**src/rtl/writeback_if.sv**
```systemverilog
// MEM/WB boundary bundle: memory-stage outputs and pipeline control into
// the writeback stage, and register-file write port / forwarding signals out.
interface writeback_if #(
    parameter int WIDTH = 32
);
    // No valid/ready pair here. Every cycle carries an instruction or a bubble.
    // stallW=1 holds the stage, and flushW=1 (which wins over stallW) captures a bubble.
    logic             stallW;
    logic             flushW;
    logic             jumpM;
    logic             RegWriteM;
    logic [2:0]       MemtoRegM;
    logic [4:0]       WriteRegM;
    logic [WIDTH-1:0] ALUMultOutM;
    logic [WIDTH-1:0] PCPlus8M;
    logic [WIDTH-1:0] ReadDataM;

    logic             jumpW;
    logic             RegWriteW;
    logic [4:0]       WriteRegW;
    logic [WIDTH-1:0] ResultW;
    logic             MisalignW;
    logic [WIDTH-1:0] RetireCountW;

    modport master (
        output stallW, flushW, jumpM, RegWriteM, MemtoRegM, WriteRegM,
               ALUMultOutM, PCPlus8M, ReadDataM,
        input  jumpW, RegWriteW, WriteRegW, ResultW, MisalignW, RetireCountW
    );

    modport slave (
        input  stallW, flushW, jumpM, RegWriteM, MemtoRegM, WriteRegM,
               ALUMultOutM, PCPlus8M, ReadDataM,
        output jumpW, RegWriteW, WriteRegW, ResultW, MisalignW, RetireCountW
    );
endinterface

```
**src/rtl/writeback.sv**
```systemverilog
// MIPS writeback stage: registers the memory-stage result, extracts sub-word
// loads, flags misaligned loads and counts committed register writes.
module writeback #(
    parameter int WIDTH      = 32,
    parameter int BIG_ENDIAN = 1
) (
    input logic        clk,
    input logic        rst,
    writeback_if.slave wb
);
    logic [1:0]       a;
    logic [1:0]       byte_lane;
    logic             half_lane;
    logic [7:0]       byte_val;
    logic [15:0]      half_val;
    logic [WIDTH-1:0] sel;
    logic             mis;
    logic             we_next;

    logic             jump_q;
    logic             regwrite_q;
    logic [4:0]       writereg_q;
    logic [WIDTH-1:0] result_q;
    logic             misalign_q;
    logic [WIDTH-1:0] retire_cnt;

    assign a = wb.ALUMultOutM[1:0];

    // Lane index counted from bit 0; big-endian offset 0 is the top lane.
    assign byte_lane = (BIG_ENDIAN != 0) ? ~a : a;
    assign half_lane = (BIG_ENDIAN != 0) ? ~a[1] : a[1];
    assign byte_val  = wb.ReadDataM[{byte_lane, 3'b000} +: 8];
    assign half_val  = wb.ReadDataM[{half_lane, 4'b0000} +: 16];

    always_comb begin
        sel = wb.ALUMultOutM;
        mis = 1'b0;
        case (wb.MemtoRegM)
            3'b000: sel = wb.ALUMultOutM;
            3'b001: begin
                sel = wb.ReadDataM;
                mis = (a != 2'b00);
            end
            3'b010: sel = {{(WIDTH-8){byte_val[7]}}, byte_val};
            3'b011: sel = {{(WIDTH-8){1'b0}}, byte_val};
            3'b100: begin
                sel = {{(WIDTH-16){half_val[15]}}, half_val};
                mis = a[0];
            end
            3'b101: begin
                sel = {{(WIDTH-16){1'b0}}, half_val};
                mis = a[0];
            end
            3'b110: sel = wb.PCPlus8M;
            default: sel = wb.ALUMultOutM;
        endcase
    end

    assign we_next = wb.RegWriteM & (wb.WriteRegM != 5'd0) & ~mis;

    always_ff @(posedge clk) begin
        if (rst) begin
            jump_q     <= 1'b0;
            regwrite_q <= 1'b0;
            writereg_q <= 5'd0;
            result_q   <= '0;
            misalign_q <= 1'b0;
            retire_cnt <= '0;
        end else if (wb.flushW) begin
            jump_q     <= 1'b0;
            regwrite_q <= 1'b0;
            writereg_q <= 5'd0;
            result_q   <= '0;
            misalign_q <= 1'b0;
        end else if (!wb.stallW) begin
            jump_q     <= wb.jumpM;
            regwrite_q <= we_next;
            writereg_q <= wb.WriteRegM;
            result_q   <= sel;
            misalign_q <= mis;
            if (we_next) retire_cnt <= retire_cnt + 1'b1;
        end
    end

    assign wb.jumpW        = jump_q;
    assign wb.RegWriteW    = regwrite_q;
    assign wb.WriteRegW    = writereg_q;
    assign wb.ResultW      = result_q;
    assign wb.MisalignW    = misalign_q;
    assign wb.RetireCountW = retire_cnt;
endmodule

```
**src/flat_wrapper.sv**
```systemverilog
// flat-port wrapper written by rule: the top's interface ports become plain ports
module writeback_flat 
#(
    parameter int WIDTH      = 32,
    parameter int BIG_ENDIAN = 1
)
  (clk, rst, wb_stallW, wb_flushW, wb_jumpM, wb_RegWriteM, wb_MemtoRegM, wb_WriteRegM, wb_ALUMultOutM, wb_PCPlus8M, wb_ReadDataM, wb_jumpW, wb_RegWriteW, wb_WriteRegW, wb_ResultW, wb_MisalignW, wb_RetireCountW);
  writeback_if #(.WIDTH(WIDTH)) wb_i ();
  input logic clk;
  input logic rst;
  input wire logic [$bits(wb_i.stallW)-1:0] wb_stallW;
  input wire logic [$bits(wb_i.flushW)-1:0] wb_flushW;
  input wire logic [$bits(wb_i.jumpM)-1:0] wb_jumpM;
  input wire logic [$bits(wb_i.RegWriteM)-1:0] wb_RegWriteM;
  input wire logic [$bits(wb_i.MemtoRegM)-1:0] wb_MemtoRegM;
  input wire logic [$bits(wb_i.WriteRegM)-1:0] wb_WriteRegM;
  input wire logic [$bits(wb_i.ALUMultOutM)-1:0] wb_ALUMultOutM;
  input wire logic [$bits(wb_i.PCPlus8M)-1:0] wb_PCPlus8M;
  input wire logic [$bits(wb_i.ReadDataM)-1:0] wb_ReadDataM;
  output wire logic [$bits(wb_i.jumpW)-1:0] wb_jumpW;
  output wire logic [$bits(wb_i.RegWriteW)-1:0] wb_RegWriteW;
  output wire logic [$bits(wb_i.WriteRegW)-1:0] wb_WriteRegW;
  output wire logic [$bits(wb_i.ResultW)-1:0] wb_ResultW;
  output wire logic [$bits(wb_i.MisalignW)-1:0] wb_MisalignW;
  output wire logic [$bits(wb_i.RetireCountW)-1:0] wb_RetireCountW;
  assign wb_i.stallW = wb_stallW;
  assign wb_i.flushW = wb_flushW;
  assign wb_i.jumpM = wb_jumpM;
  assign wb_i.RegWriteM = wb_RegWriteM;
  assign wb_i.MemtoRegM = wb_MemtoRegM;
  assign wb_i.WriteRegM = wb_WriteRegM;
  assign wb_i.ALUMultOutM = wb_ALUMultOutM;
  assign wb_i.PCPlus8M = wb_PCPlus8M;
  assign wb_i.ReadDataM = wb_ReadDataM;
  assign wb_jumpW = wb_i.jumpW;
  assign wb_RegWriteW = wb_i.RegWriteW;
  assign wb_WriteRegW = wb_i.WriteRegW;
  assign wb_ResultW = wb_i.ResultW;
  assign wb_MisalignW = wb_i.MisalignW;
  assign wb_RetireCountW = wb_i.RetireCountW;
  writeback #(.WIDTH(WIDTH), .BIG_ENDIAN(BIG_ENDIAN)) u_core (.clk(clk), .rst(rst), .wb(wb_i));
endmodule
```
**config.mk**
```make
export PLATFORM = sky130hd
export DESIGN_NAME = writeback_flat
export DESIGN_NICKNAME = d
export VERILOG_FILES = /design/src/rtl/writeback_if.sv /design/src/rtl/writeback.sv /design/src/flat_wrapper.sv
export SDC_FILE = /design/constraint.sdc
export NUM_CORES = 1
export LEC_CHECK = 0
export ABC_AREA = 0
export BUFFER_PORTS_ARGS = -buffer_cell sky130_fd_sc_hd__buf_2
export CAP_MARGIN = 25
export CORE_MARGIN = 3
export CORE_UTILIZATION = 43
export CTS_CLUSTER_DIAMETER = 150
export DETAILED_ROUTE_END_ITERATION = 8
export PLACE_DENSITY = 0.86
export SLEW_MARGIN = 20
export SYNTH_ARGS = -nofsm -noshare
export SYNTH_HDL_FRONTEND = slang
export SYNTH_SLANG_ARGS = --single-unit
```
**constraint.sdc**
```tcl
create_clock -name clk -period 2.19 [get_ports clk]
set_input_delay 0.657 -clock clk [delete_from_list [all_inputs] [get_ports clk]]
set_output_delay 0.657 -clock clk [all_outputs]
set_load 0.02 [all_outputs]
```
[Word level (Yosys, flattened, before mapping)]
Index checks and enable logic that the tools add are counted.
Storage, ports and cells
  output and inout port bits: 72
  logic and storage cells: 29
  register bits: 72
Cells by class
  bitwise gates (word level): 7
  shifts and indexed selects: 2
  reductions and logical operators: 5
  $add $sub $neg: 1
  muxes and demuxes: 2
  eq/ne operators: 6
Operator list (number)
  32-bit one-hot mux with 6 select lines: 1
  32-bit by 1-bit adder with 32-bit output (second input constant): 1
  32-bit by 6-bit indexed part select with 16-bit output: 1
  32-bit by 6-bit indexed part select with 8-bit output: 1
  3-bit == test (second input constant): 3
  3-bit by 2-bit == test with 1-bit output (second input constant): 2
  5-bit nonzero test: 1
  1-bit inverter: 4
  2-bit OR reduction: 2
  3-bit by 1-bit == test with 1-bit output (second input constant): 1
  3-bit AND reduction: 1
  1-bit AND: 2
  2-bit inverter: 1
  1-bit one-hot mux with 2 select lines: 1
  2-bit nonzero test: 1

[Longest topological paths before layout]
  depth in word-level cells: 6
  mapped depth: 7

[Worst setup path after synthesis]
No wires, ideal clock.
  kind: in2reg
  start: input wb_stallW
  end: register u_core.retire_cnt[26] (netlist: u_core.wb.RetireCountW[26])
  cell stages on the path: 6
  arrival time: 2201 ps
  path slack: -82 ps
  cell sequence: buf_6 or3b_4 nor3_4 nand3_4 or4_1 a21oi_1
On the way
  longest elaborated chain between the ends: 2
Ends and longest elaborated chain
  start: declaration: RTL line flat_wrapper.sv:11  | input wire logic [$bits(wb_i.stallW)-1:0] wb_stallW;
  1-bit inverter (no source line)
  3-bit AND reduction (no source line)
  end signal: assignment: RTL line writeback.sv:81  | if (we_next) retire_cnt <= retire_cnt + 1'b1;
  end: declaration: RTL line writeback.sv:25  | logic [WIDTH-1:0] retire_cnt;
No other way between the ends.
A chain may end at the register's enable or synchronous reset.

[Worst setup path in the final report]
  start: register u_core.retire_cnt[1] (netlist: u_core.wb.RetireCountW[1])
  end: register u_core.retire_cnt[28] (netlist: u_core.wb.RetireCountW[28])
On the way
  longest elaborated chain between the ends: 1
Ends and longest elaborated chain (RTL line)
  32-bit by 1-bit adder with 32-bit output: writeback.sv:81
No other way between the ends.

==> out/results.ini <==
[route]
ant_nets=0
first_pass_iters=7
route.detailed.drc=0
vias=4769
wl_per_cell_microns=18.5
viasPerCell=6.03
drtIter0Drc=288
wirelength_microns=14700

[clock_tree]
numCtsBuffers=9
htreeDepth=3
clk_latency_ns=0.35
cts-root-buf=clkbuf_8
postCtsSetupRepairBufs=0
clk_pin_slew_ns=0.09
cts_num_sinks=72
clockBufferDepth=2
cts_tree=built

[yosys]
ys_ff_latch=72
seq_area_frac_synth=0.366
synthesis.area_sq_um=3940
yosys.cell_types.count=51
netlist_instances=473
synth_async_sr_flop_share=0
ys_warn_count=0
syn_area_per_cell_sq_um=8.32
synth-edff-count=0
synth_flop_cell=dfxtp_1
synthesis.nets=584

[worst_setup_path]
crit_chain=ha_1 > nand4_1 > nor3_4 > nand3_4 > or4_1 > a21oi_1
path_buf_inv=0
critPathSlowestCell=or4_1
startpoint_type=flip-flop
crit_type=reg -> reg
cp.required_ns=2.46
slowest_delay_ns=0.50
crit_family=simple AND/OR/NAND/NOR gates
critPathMaxFanout=5
arrival_ns=2.32
critPathCaptureType=flip-flop

[die]
core_area_sq_um=8810
die_w_microns=102
start_util=0.447
rows=34
fp.dieH_microns=102
ios=182
dieArea_sq_um=10300

[power_and_ir_drop]
power_density_nw_per_um2=550
power_mw=2.99
leakagePower_nw=2.34
irDropWorstVdd_mv=0.294

[placement]
hpwl_microns=11300
numPortBuffers=181
place_inst=776
routabilityCongestion=0.972
place_area_sq_um=5250

[sta]
hold_viol=0
finalSetupViolations=0
clock_skew_ns=0.0144
rsz0062_at_grt=false
drv_slew=0
period_needed_ns=2.05
clock.fmax_mhz=487
slew_headroom=0.358
tightest_slew_ns=0.962
min_period_over_period=0.937
tns_ns=0

[global_route]
grtUsageMet2=0.491
grt.busiest_layer=met2
grt_pass1_wl_microns=22200
grt_pass1_vias=4545
grt_max_degree=36
grt.overflow.total=0
antenna_found_initial=0
grt_usage=0.271
grt_use_met3=0.0517
met1_usage=0.304

[final_layout]
area_growth_pct=38.4
n_antenna_cell=0
stdcell_count=791
fin_util=0.619
layout-drive-gt1-share=0.400
final_area_sq_um=5450
nets=790

[run]
maxCapViolCount=0

[outcome]
status=completed

[min_path]
hold_class=reg -> reg

## cell usage in the layout, fill, tap and decap left out, types with 2 or more instances in the layout
master,count
buf_12,2
nand4_1,18
buf_4,47
a211oi_1,10
nand2_1,38
mux4_2,7
nor3_1,17
a31oi_1,14
clkbuf_8,10
nand3_1,21
or3_1,12
a21oi_1,21
o21ai_0,39
clkinv_2,2
nor2_1,40
mux2i_1,9
o21a_1,2
inv_1,9
a22oi_1,17
or4_1,5
or2_2,3
nor2_2,2
nor4_1,4
buf_2,181
mux2_2,5
o31ai_1,12
xor2_1,7
a221oi_1,15
nand2b_1,3
a222oi_1,7
and3_1,3
nor3b_1,2
dfxtp_1,72
xnor2_1,3
nor2b_1,2
## flip-flops by register name (all words and copies together), names as in the netlist
register	flops
u_core.wb.jumpW	1
u_core.wb.ResultW	32
u_core.wb.MisalignW	1
u_core.wb.WriteRegW	5
u_core.wb.RegWriteW	1
u_core.wb.RetireCountW	32
## through the flow
step | hold WS, ns | setup WS, ns
floorplan | 0.541 | 0.0109
global placement | 0.450 | -0.0503
detailed placement | 0.450 | -0.111
CTS | 0.463 | 0.107
global route | 0.503 | 0.0125
finish | 0.462 | 0.138
## cell usage after synthesis, drive strengths merged (10+ instances only)
library cell / count / share of area
dfxtp: 72 / 0.37
nor2: 42 / 0.040
o21ai: 40 / 0.051
nand2: 38 / 0.036
clkbuf: 31 / 0.030
nand3: 23 / 0.034
a21oi: 21 / 0.027
nor3: 19 / 0.028
nand4: 18 / 0.029
a22oi: 17 / 0.032
a221oi: 15 / 0.033
a31oi: 14 / 0.022
o31ai: 12 / 0.023
or3: 12 / 0.019
a211oi: 10 / 0.019
## cells by family after synthesis
| logic type | count (synthesis) | share of synthesized area |
|---|---|---|
| xor gates and xnor gates | 10 | 0.0222 |
| AOI/OAI and AO/OA | 144 | 0.245 |
| and+or+nand+nor | 181 | 0.242 |
| muxes | 21 | 0.0772 |
| DFF | 72 | 0.366 |
| buffers and inverters | 44 | 0.0445 |
| adders and majority gates | 1 | 0.00318 |
## final timing paths
check | start | to | slack, ns | cells after the start
worst max register to register | u_core.wb.RetireCountW[1] | u_core.wb.RetireCountW[28] | 0.14 | 6
worst min register to register | u_core.wb.MisalignW | u_core.wb.MisalignW | 0.46 | 2
worst max-delay path | u_core.wb.RetireCountW[1] | u_core.wb.RetireCountW[28] | 0.14 | 6
worst min-delay path | u_core.wb.MisalignW | u_core.wb.MisalignW | 0.46 | 2
## power by group
part | internal [mW] | switching [mW] | total (mW)
sequential | 1.34 | 0.0188 | 1.36
combinational | 0.254 | 0.317 | 0.570
clock | 0.551 | 0.513 | 1.06
total | 2.15 | 0.848 | 2.99
## tightest hold or removal path, stage by stage (launching register included)
cell and delay (ns):
dfxtp_1 0.31, nand2_1 0.06, a21oi_1 0.05
## routing by layer
metal / share of wire / up-vias
met5: 0 / -
met4: 0.031 / 0
met3: 0.085 / 39
met2: 0.51 / 265
met1: 0.38 / 2247
li1: - / 2218
## final cells by class
type	instances	area, sq um
clock buffer	10	138
clock inverter	5	56.3
fill	781	3360
inverter	9	33.8
multi-input combinational	357	2340
sequential	72	1440
tap	108	135
timing repair buffer	230	1300
## timing repair
action	4_1_cts	5_1_grt
hold buffers	0	0
resized for setup	0	1
endpoints found under the setup margin	0	1
Note: power is estimated with default switching activity, not from simulation.
